--- src/rtl/jstk_spi_ctrl_if.sv ---
// rtl/jstk_spi_ctrl_if.sv - PmodJSTK SPI controller signal bundle (optional JSTK_DECODE_EN adds decoded position/button fields)
interface jstk_spi_ctrl_if;
    logic        SAMPLE;
    logic [1:0]  LED;
    logic        MISO;
    logic        SS;
    logic        SCLK;
    logic        MOSI;
    logic [39:0] DOUT;
    logic        DONE;
    logic        BUSY;
`ifdef JSTK_DECODE_EN
    logic [9:0]  X_POS;
    logic [9:0]  Y_POS;
    logic [2:0]  BTN;

    // Controller side
    modport slave (
        input  SAMPLE, LED, MISO,
        output SS, SCLK, MOSI, DOUT, DONE, BUSY, X_POS, Y_POS, BTN
    );

    // Sample source / peripheral side
    modport master (
        output SAMPLE, LED, MISO,
        input  SS, SCLK, MOSI, DOUT, DONE, BUSY, X_POS, Y_POS, BTN
    );
`else
    // Controller side
    modport slave (
        input  SAMPLE, LED, MISO,
        output SS, SCLK, MOSI, DOUT, DONE, BUSY
    );

    // Sample source / peripheral side
    modport master (
        output SAMPLE, LED, MISO,
        input  SS, SCLK, MOSI, DOUT, DONE, BUSY
    );
`endif
endinterface

--- src/rtl/jstk_spi_ctrl.sv ---
// rtl/jstk_spi_ctrl.sv - 5-byte SPI mode-0 PmodJSTK poller started by each SAMPLE rise; JSTK_DECODE_EN adds X_POS/Y_POS/BTN
module jstk_spi_ctrl #(
    parameter int SCLK_HALF = 750,
    parameter int SS_SETUP  = 1500,
    parameter int BYTE_GAP  = 1000
) (
    input  logic CLK,
    input  logic RST,
    jstk_spi_ctrl_if.slave bus
);

    typedef enum logic [2:0] {
        IDLE,
        SS_WAIT,
        SHIFT,
        GAP,
        FINISH
    } state_t;

    // Counters are 12 bits so the largest legal SS_SETUP/BYTE_GAP fit without wrap.
    localparam logic [11:0] HALF_LAST  = 12'(SCLK_HALF - 1);
    localparam logic [11:0] SETUP_LAST = 12'(SS_SETUP - 1);
    localparam logic [11:0] GAP_LAST   = 12'(BYTE_GAP - 1);

    state_t      state;
    logic [11:0] cnt;
    logic [2:0]  bit_idx;
    logic [2:0]  byte_idx;
    logic        sclk_high;
    logic [7:0]  tx;
    logic [7:0]  rx;
    logic [31:0] byte_buf;
    logic        sync1;
    logic        sync2;
    logic        sync3;
    logic        sample_rise;

    assign sample_rise = sync2 & ~sync3;

    // Bring the slow SAMPLE level into the CLK domain and keep one delayed copy for edge detection.
    always_ff @(posedge CLK or posedge RST) begin
        if (RST) begin
            sync1 <= 1'b0;
            sync2 <= 1'b0;
            sync3 <= 1'b0;
        end else begin
            sync1 <= bus.SAMPLE;
            sync2 <= sync1;
            sync3 <= sync2;
        end
    end

    // Transaction sequencer; every SPI pin and result is a register so nothing glitches.
    always_ff @(posedge CLK or posedge RST) begin
        if (RST) begin
            state     <= IDLE;
            cnt       <= '0;
            bit_idx   <= '0;
            byte_idx  <= '0;
            sclk_high <= 1'b0;
            tx        <= '0;
            rx        <= '0;
            byte_buf  <= '0;
            bus.SS    <= 1'b1;
            bus.SCLK  <= 1'b0;
            bus.MOSI  <= 1'b0;
            bus.DOUT  <= '0;
            bus.DONE  <= 1'b0;
            bus.BUSY  <= 1'b0;
`ifdef JSTK_DECODE_EN
            bus.X_POS <= '0;
            bus.Y_POS <= '0;
            bus.BTN   <= '0;
`endif
        end else begin
            bus.DONE <= 1'b0;
            case (state)
                IDLE: begin
                    if (sample_rise) begin
                        tx        <= {6'b100000, bus.LED};
                        byte_idx  <= '0;
                        bit_idx   <= '0;
                        cnt       <= '0;
                        sclk_high <= 1'b0;
                        bus.SS    <= 1'b0;
                        bus.BUSY  <= 1'b1;
                        bus.SCLK  <= 1'b0;
                        bus.MOSI  <= 1'b1;
                        state     <= SS_WAIT;
                    end
                end

                SS_WAIT: begin
                    if (cnt == SETUP_LAST) begin
                        cnt   <= '0;
                        state <= SHIFT;
                    end else begin
                        cnt <= cnt + 12'd1;
                    end
                end

                SHIFT: begin
                    if (cnt != HALF_LAST) begin
                        cnt <= cnt + 12'd1;
                    end else if (!sclk_high) begin
                        // Low half done: raise SCLK and capture MISO on the same edge.
                        cnt       <= '0;
                        sclk_high <= 1'b1;
                        bus.SCLK  <= 1'b1;
                        rx        <= {rx[6:0], bus.MISO};
                    end else begin
                        // High half done: drop SCLK and present the next MOSI bit.
                        cnt       <= '0;
                        sclk_high <= 1'b0;
                        bus.SCLK  <= 1'b0;
                        if (bit_idx != 3'd7) begin
                            bit_idx  <= bit_idx + 3'd1;
                            tx       <= {tx[6:0], 1'b0};
                            bus.MOSI <= tx[6];
                        end else if (byte_idx < 3'd4) begin
                            bit_idx  <= '0;
                            byte_buf <= {byte_buf[23:0], rx};
                            byte_idx <= byte_idx + 3'd1;
                            tx       <= 8'h00;
                            bus.MOSI <= 1'b0;
                            state    <= GAP;
                        end else begin
                            // Last byte: publish the whole result at once as SS rises.
                            bit_idx  <= '0;
                            bus.SS   <= 1'b1;
                            bus.MOSI <= 1'b0;
                            bus.DONE <= 1'b1;
                            bus.DOUT <= {byte_buf, rx};
`ifdef JSTK_DECODE_EN
                            bus.X_POS <= {byte_buf[17:16], byte_buf[31:24]};
                            bus.Y_POS <= {byte_buf[1:0], byte_buf[15:8]};
                            bus.BTN   <= rx[2:0];
`endif
                            state    <= FINISH;
                        end
                    end
                end

                GAP: begin
                    if (cnt == GAP_LAST) begin
                        cnt   <= '0;
                        state <= SHIFT;
                    end else begin
                        cnt <= cnt + 12'd1;
                    end
                end

                FINISH: begin
                    // A sample edge landing here is deliberately ignored.
                    bus.BUSY <= 1'b0;
                    state    <= IDLE;
                end

                default: state <= IDLE;
            endcase
        end
    end

endmodule

--- src/flat_wrapper.sv ---
// flat-port wrapper written by rule: the top's interface ports become plain ports
module jstk_spi_ctrl_flat 
#(
    parameter int SCLK_HALF = 750,
    parameter int SS_SETUP  = 1500,
    parameter int BYTE_GAP  = 1000
)
  (CLK, RST, bus_SAMPLE, bus_LED, bus_MISO, bus_SS, bus_SCLK, bus_MOSI, bus_DOUT, bus_DONE, bus_BUSY);
  jstk_spi_ctrl_if bus_i ();
  input  logic CLK;
  input  logic RST;
  input wire logic [$bits(bus_i.SAMPLE)-1:0] bus_SAMPLE;
  input wire logic [$bits(bus_i.LED)-1:0] bus_LED;
  input wire logic [$bits(bus_i.MISO)-1:0] bus_MISO;
  output wire logic [$bits(bus_i.SS)-1:0] bus_SS;
  output wire logic [$bits(bus_i.SCLK)-1:0] bus_SCLK;
  output wire logic [$bits(bus_i.MOSI)-1:0] bus_MOSI;
  output wire logic [$bits(bus_i.DOUT)-1:0] bus_DOUT;
  output wire logic [$bits(bus_i.DONE)-1:0] bus_DONE;
  output wire logic [$bits(bus_i.BUSY)-1:0] bus_BUSY;
  assign bus_i.SAMPLE = bus_SAMPLE;
  assign bus_i.LED = bus_LED;
  assign bus_i.MISO = bus_MISO;
  assign bus_SS = bus_i.SS;
  assign bus_SCLK = bus_i.SCLK;
  assign bus_MOSI = bus_i.MOSI;
  assign bus_DOUT = bus_i.DOUT;
  assign bus_DONE = bus_i.DONE;
  assign bus_BUSY = bus_i.BUSY;
  jstk_spi_ctrl #(.SCLK_HALF(SCLK_HALF), .SS_SETUP(SS_SETUP), .BYTE_GAP(BYTE_GAP)) u_core (.CLK(CLK), .RST(RST), .bus(bus_i));
endmodule
--- config.mk ---
export PLATFORM = sky130hd
export DESIGN_NAME = jstk_spi_ctrl_flat
export DESIGN_NICKNAME = d
export VERILOG_FILES = /design/src/rtl/jstk_spi_ctrl_if.sv /design/src/rtl/jstk_spi_ctrl.sv /design/src/flat_wrapper.sv
export SDC_FILE = /design/constraint.sdc
export NUM_CORES = 1
export LEC_CHECK = 0
export BUFFER_PORTS_ARGS = -buffer_cell sky130_fd_sc_hd__clkbuf_2
export CORE_ASPECT_RATIO = 0.8
export CORE_MARGIN = 1.5
export CORE_UTILIZATION = 50
export DETAILED_ROUTE_END_ITERATION = 10
export PLACE_DENSITY = 0.69
export SLEW_MARGIN = 40
export SYNTH_ARGS = -nofsm -noshare
export SYNTH_HDL_FRONTEND = slang
export SYNTH_SLANG_ARGS = --single-unit
--- constraint.sdc ---
create_clock -name CLK -period 4.31 [get_ports CLK]
set_input_delay 0.862 -clock CLK [delete_from_list [all_inputs] [get_ports CLK]]
set_output_delay 0.862 -clock CLK [all_outputs]
set_load 0.05 [all_outputs]
==> reports/qor.csv <==
stage,metric,value,unit
critical_path,"Data arrival, critical path",2960,ps
cts,insertion delay to the later sink of the worst-skew pair,410,ps
critical_path,CP max FO,40,
timing,Fin Hold WS,350,ps
route,vias,2906,
yosys,Ys Warns,0,
floorplan,Die H,91.7,um
cts,CTS Sinks,116,
global_route,initial antenna violation count,0,
power_and_ir_drop,Lkg Pwr,3.06,nW
critical_path,startpoint types,flip-flop,
critical_path,Critical R2R Capture,u_core.bus.DOUT[0],
layout,nets@finish,425,
yosys,Post-Synthesis Cells,355,
placement,post-DP HPWL,5660,um
yosys,Post-synth EDFFs,0,
worst_hold_path,min-delay worst type,reg2reg,
critical_path,crit-path max cell delay,410,ps
route,antenna-violating nets left,0,
yosys,Synth Net Count,366,
layout,most frequent cells in the layout,"115 x dfrtp_1, 50 x clkbuf_2, 42 x mux2_2",
critical_path,Worst R2R Start,u_core.cnt[1],
critical_path,crit-path leading delay family,simple AND/OR/NAND/NOR gates,
critical_path,Crit-path slowest cell,or3b_1,
placement,pre-CTS WS,1640,ps
placement,RePlAce Congestion,0.769,
yosys,Synth Flop Type,dfrtp_1,
power_and_ir_drop,VDD IR max,0.263,mV
yosys,Synth area leader,dfrtp_1,
outcome,outcome,completed,
route,Initial DRT Pass Iterations,5,
yosys,Synth Register Bits,116,
timing,Setup-failing EPs final,0,
global_route,grt ovf,0,
global_route,grt met2 use,27.2,%
timing,pin slew with the least headroom to its limit,740,ps
global_route,GRT busiest layer,met2,
timing,"Slew Viols, Final",0,
yosys,Post-Syn Area,4920,sq um
cts,number of setup buffers added after CTS,0,
cts,CTS tree,yes,
cts,PostCTS Resize Cnt,0,
layout,Antenna diodes,0,
critical_path,R2R depth,8,
yosys,sequential area share after synthesis,59.0,%
floorplan,die area,10500,sq um
layout,area grow syn2layout,18.7,%
layout,"most common cell after layout, fill and taps aside",dfrtp_1,
critical_path,Critical Path End Type,flip-flop,
global_route,global routing usage on met3,6.28,%
floorplan,Site Rows,32,
cts,CTS H-tree lvls,4,
timing,Layout Skew,6.24,ps
cts,clk slew on worst S/H paths,50,ps
yosys,asr flop ratio synth,100,%
timing,fin worst setup slack,1640,ps
floorplan,die width,114,um
cts,Root Driver,clkbuf_16,
floorplan,CORE AREA,9610,sq um
layout,layout cells sized above 1,39.8,%
cts,post-cts hold buffer count,0,
route,Initial DRC Count,163,
global_route,GR Util met1,25.9,%
critical_path,Worst EP required,4600,ps
floorplan,IO Pins,51,
timing,fmax,374,MHz
timing,Final min period,2670,ps
cts,Num CTS Buffers,17,
timing,setup TNS,0,ps
critical_path,register-to-register setup slack,1640,ps
route,Avg WL per Cell,16.0,um
yosys,top cell type's share of synthesized area,58.5,%
yosys,synth unique cells,45,
yosys,Post-Syn Area per Cell,13.9,sq um
job,max cap viols,0,
yosys,dominant cells by area after synthesis,"dfrtp_1 58%, mux2_4 12%, mux2_2 9.6%",
timing,Tcrit/Tclk final,62.1,%
route,Post-Route WL,8700,um
timing,Final Hold Fails,0,
cts,clk buf depth,2,
global_route,vias in the first global route,2904,
critical_path,crit path kind,reg2reg,
floorplan,Initial Utilization,51.2,%
placement,port buffer count,50,
critical_path,critical path capture point,u_core.bus.DOUT[0],
critical_path,Buf/Inv on CP,2,
power_and_ir_drop,Pwr per Cell Area,448,nW/um^2
global_route,pin count of the biggest net entering global routing,81,
global_route,first-pass GRT wire length,14900,um
critical_path,worst-path cell chain,"inv_1, ha_1, or3b_1, nor4_4, and3_1, nand3_2, buf_4, mux2_4",
timing,RSZ-0062 raised after global routing,false,
timing,Max-slew headroom,50.7,%
critical_path,WP depth,8,
global_route,Total GRT Usage,18.8,%
route,DRC viols,0,
critical_path,critical path startpoint,u_core.cnt[1],
route,routed vias/inst,5.34,
## flip-flops by register name (all words and copies together) (netlist names)
signal / count
u_core.tx: 7
u_core.byte_buf: 32
u_core.bit_idx: 3
u_core.rx: 8
u_core.sync3: 1
u_core.bus.BUSY: 1
u_core.cnt: 12
u_core.bus.SCLK: 1
u_core.bus.DOUT: 40
u_core.sync2: 1
u_core.bus.MOSI: 1
u_core.byte_idx: 3
u_core.state: 3
u_core.bus.SS: 1
u_core.sync1: 1
u_core.bus.DONE: 1
## metal layers
layer	share of wire (%)	wire length, um	up-vias
met4	1.3	113	0
met3	3.6	317	13
met2	45	3900	52
li1	-	-	1399
met5	0	0	-
met1	50	4360	1442
## cell type report
type / count / area (sq um)
fill: 748 / 3770
multi-input combinational: 217 / 1910
tap: 119 / 149
clock inverter: 5 / 75.1
inverter: 8 / 35.0
sequential: 116 / 2900
timing repair buffer: 54 / 280
clock buffer: 25 / 485
## Yosys cell counts, types with 4 or more instances
library cell	count
ha_1	5
a21o_1	4
a22o_1	6
inv_1	8
nand3_1	5
o22ai_1	4
a21oi_1	4
clkbuf_1	6
nand2_1	28
buf_6	4
o211ai_1	4
o21ai_0	16
mux2_4	40
nor2_1	14
nor3_1	5
dfrtp_1	115
mux2_2	42
## through the flow
| step | power (mW) | instances | util, % | area, sq um |
|---|---|---|---|---|
| 5_1_grt | 2.72 | 544 | 60.8 | 5840 |
| 3_5_place_dp | 1.30 | 514 | 54.9 | 5280 |
| 4_1_cts | 2.64 | 544 | 60.8 | 5840 |
| 3_3_place_gp | 1.29 | 514 | 54.8 | 5270 |
| 6_report | 2.61 | 544 | 60.8 | 5840 |
| 2_1_floorplan | 1.26 | 355 | - | 4920 |
## how the worst min path moves through the flow
| stage | startpoint | endpoint | slack (ps) | cells past startpoint |
|---|---|---|---|---|
| CTS | u_core.sync1 | u_core.sync2 | 350 | 0 |
| detailed placement | u_core.sync1 | u_core.sync2 | 340 | 0 |
| finish | u_core.sync1 | u_core.sync2 | 350 | 0 |
| floorplan | u_core.sync1 | u_core.sync2 | 330 | 0 |
| global placement | u_core.sync1 | u_core.sync2 | 340 | 0 |
| global route | u_core.sync1 | u_core.sync2 | 350 | 0 |
## where the power goes
part | switching (mW) | total, mW | leakage [nW] | internal, mW
sequential | 0.0385 | 1.16 | 1.59 | 1.12
combinational | 0.0836 | 0.127 | 1.19 | 0.0436
clock | 0.443 | 1.33 | 0.277 | 0.885
total | 0.565 | 2.61 | 3.06 | 2.05
## kinds of logic after synthesis
logic type,synth area share (%)
mux,22.2
buf+inv,2.36
simple gates,8.69
xor+xnor,0.534
fa+ha+maj,1.27
compound gates,5.92
flops,59.0
Power figures use the tool's default switching activity.
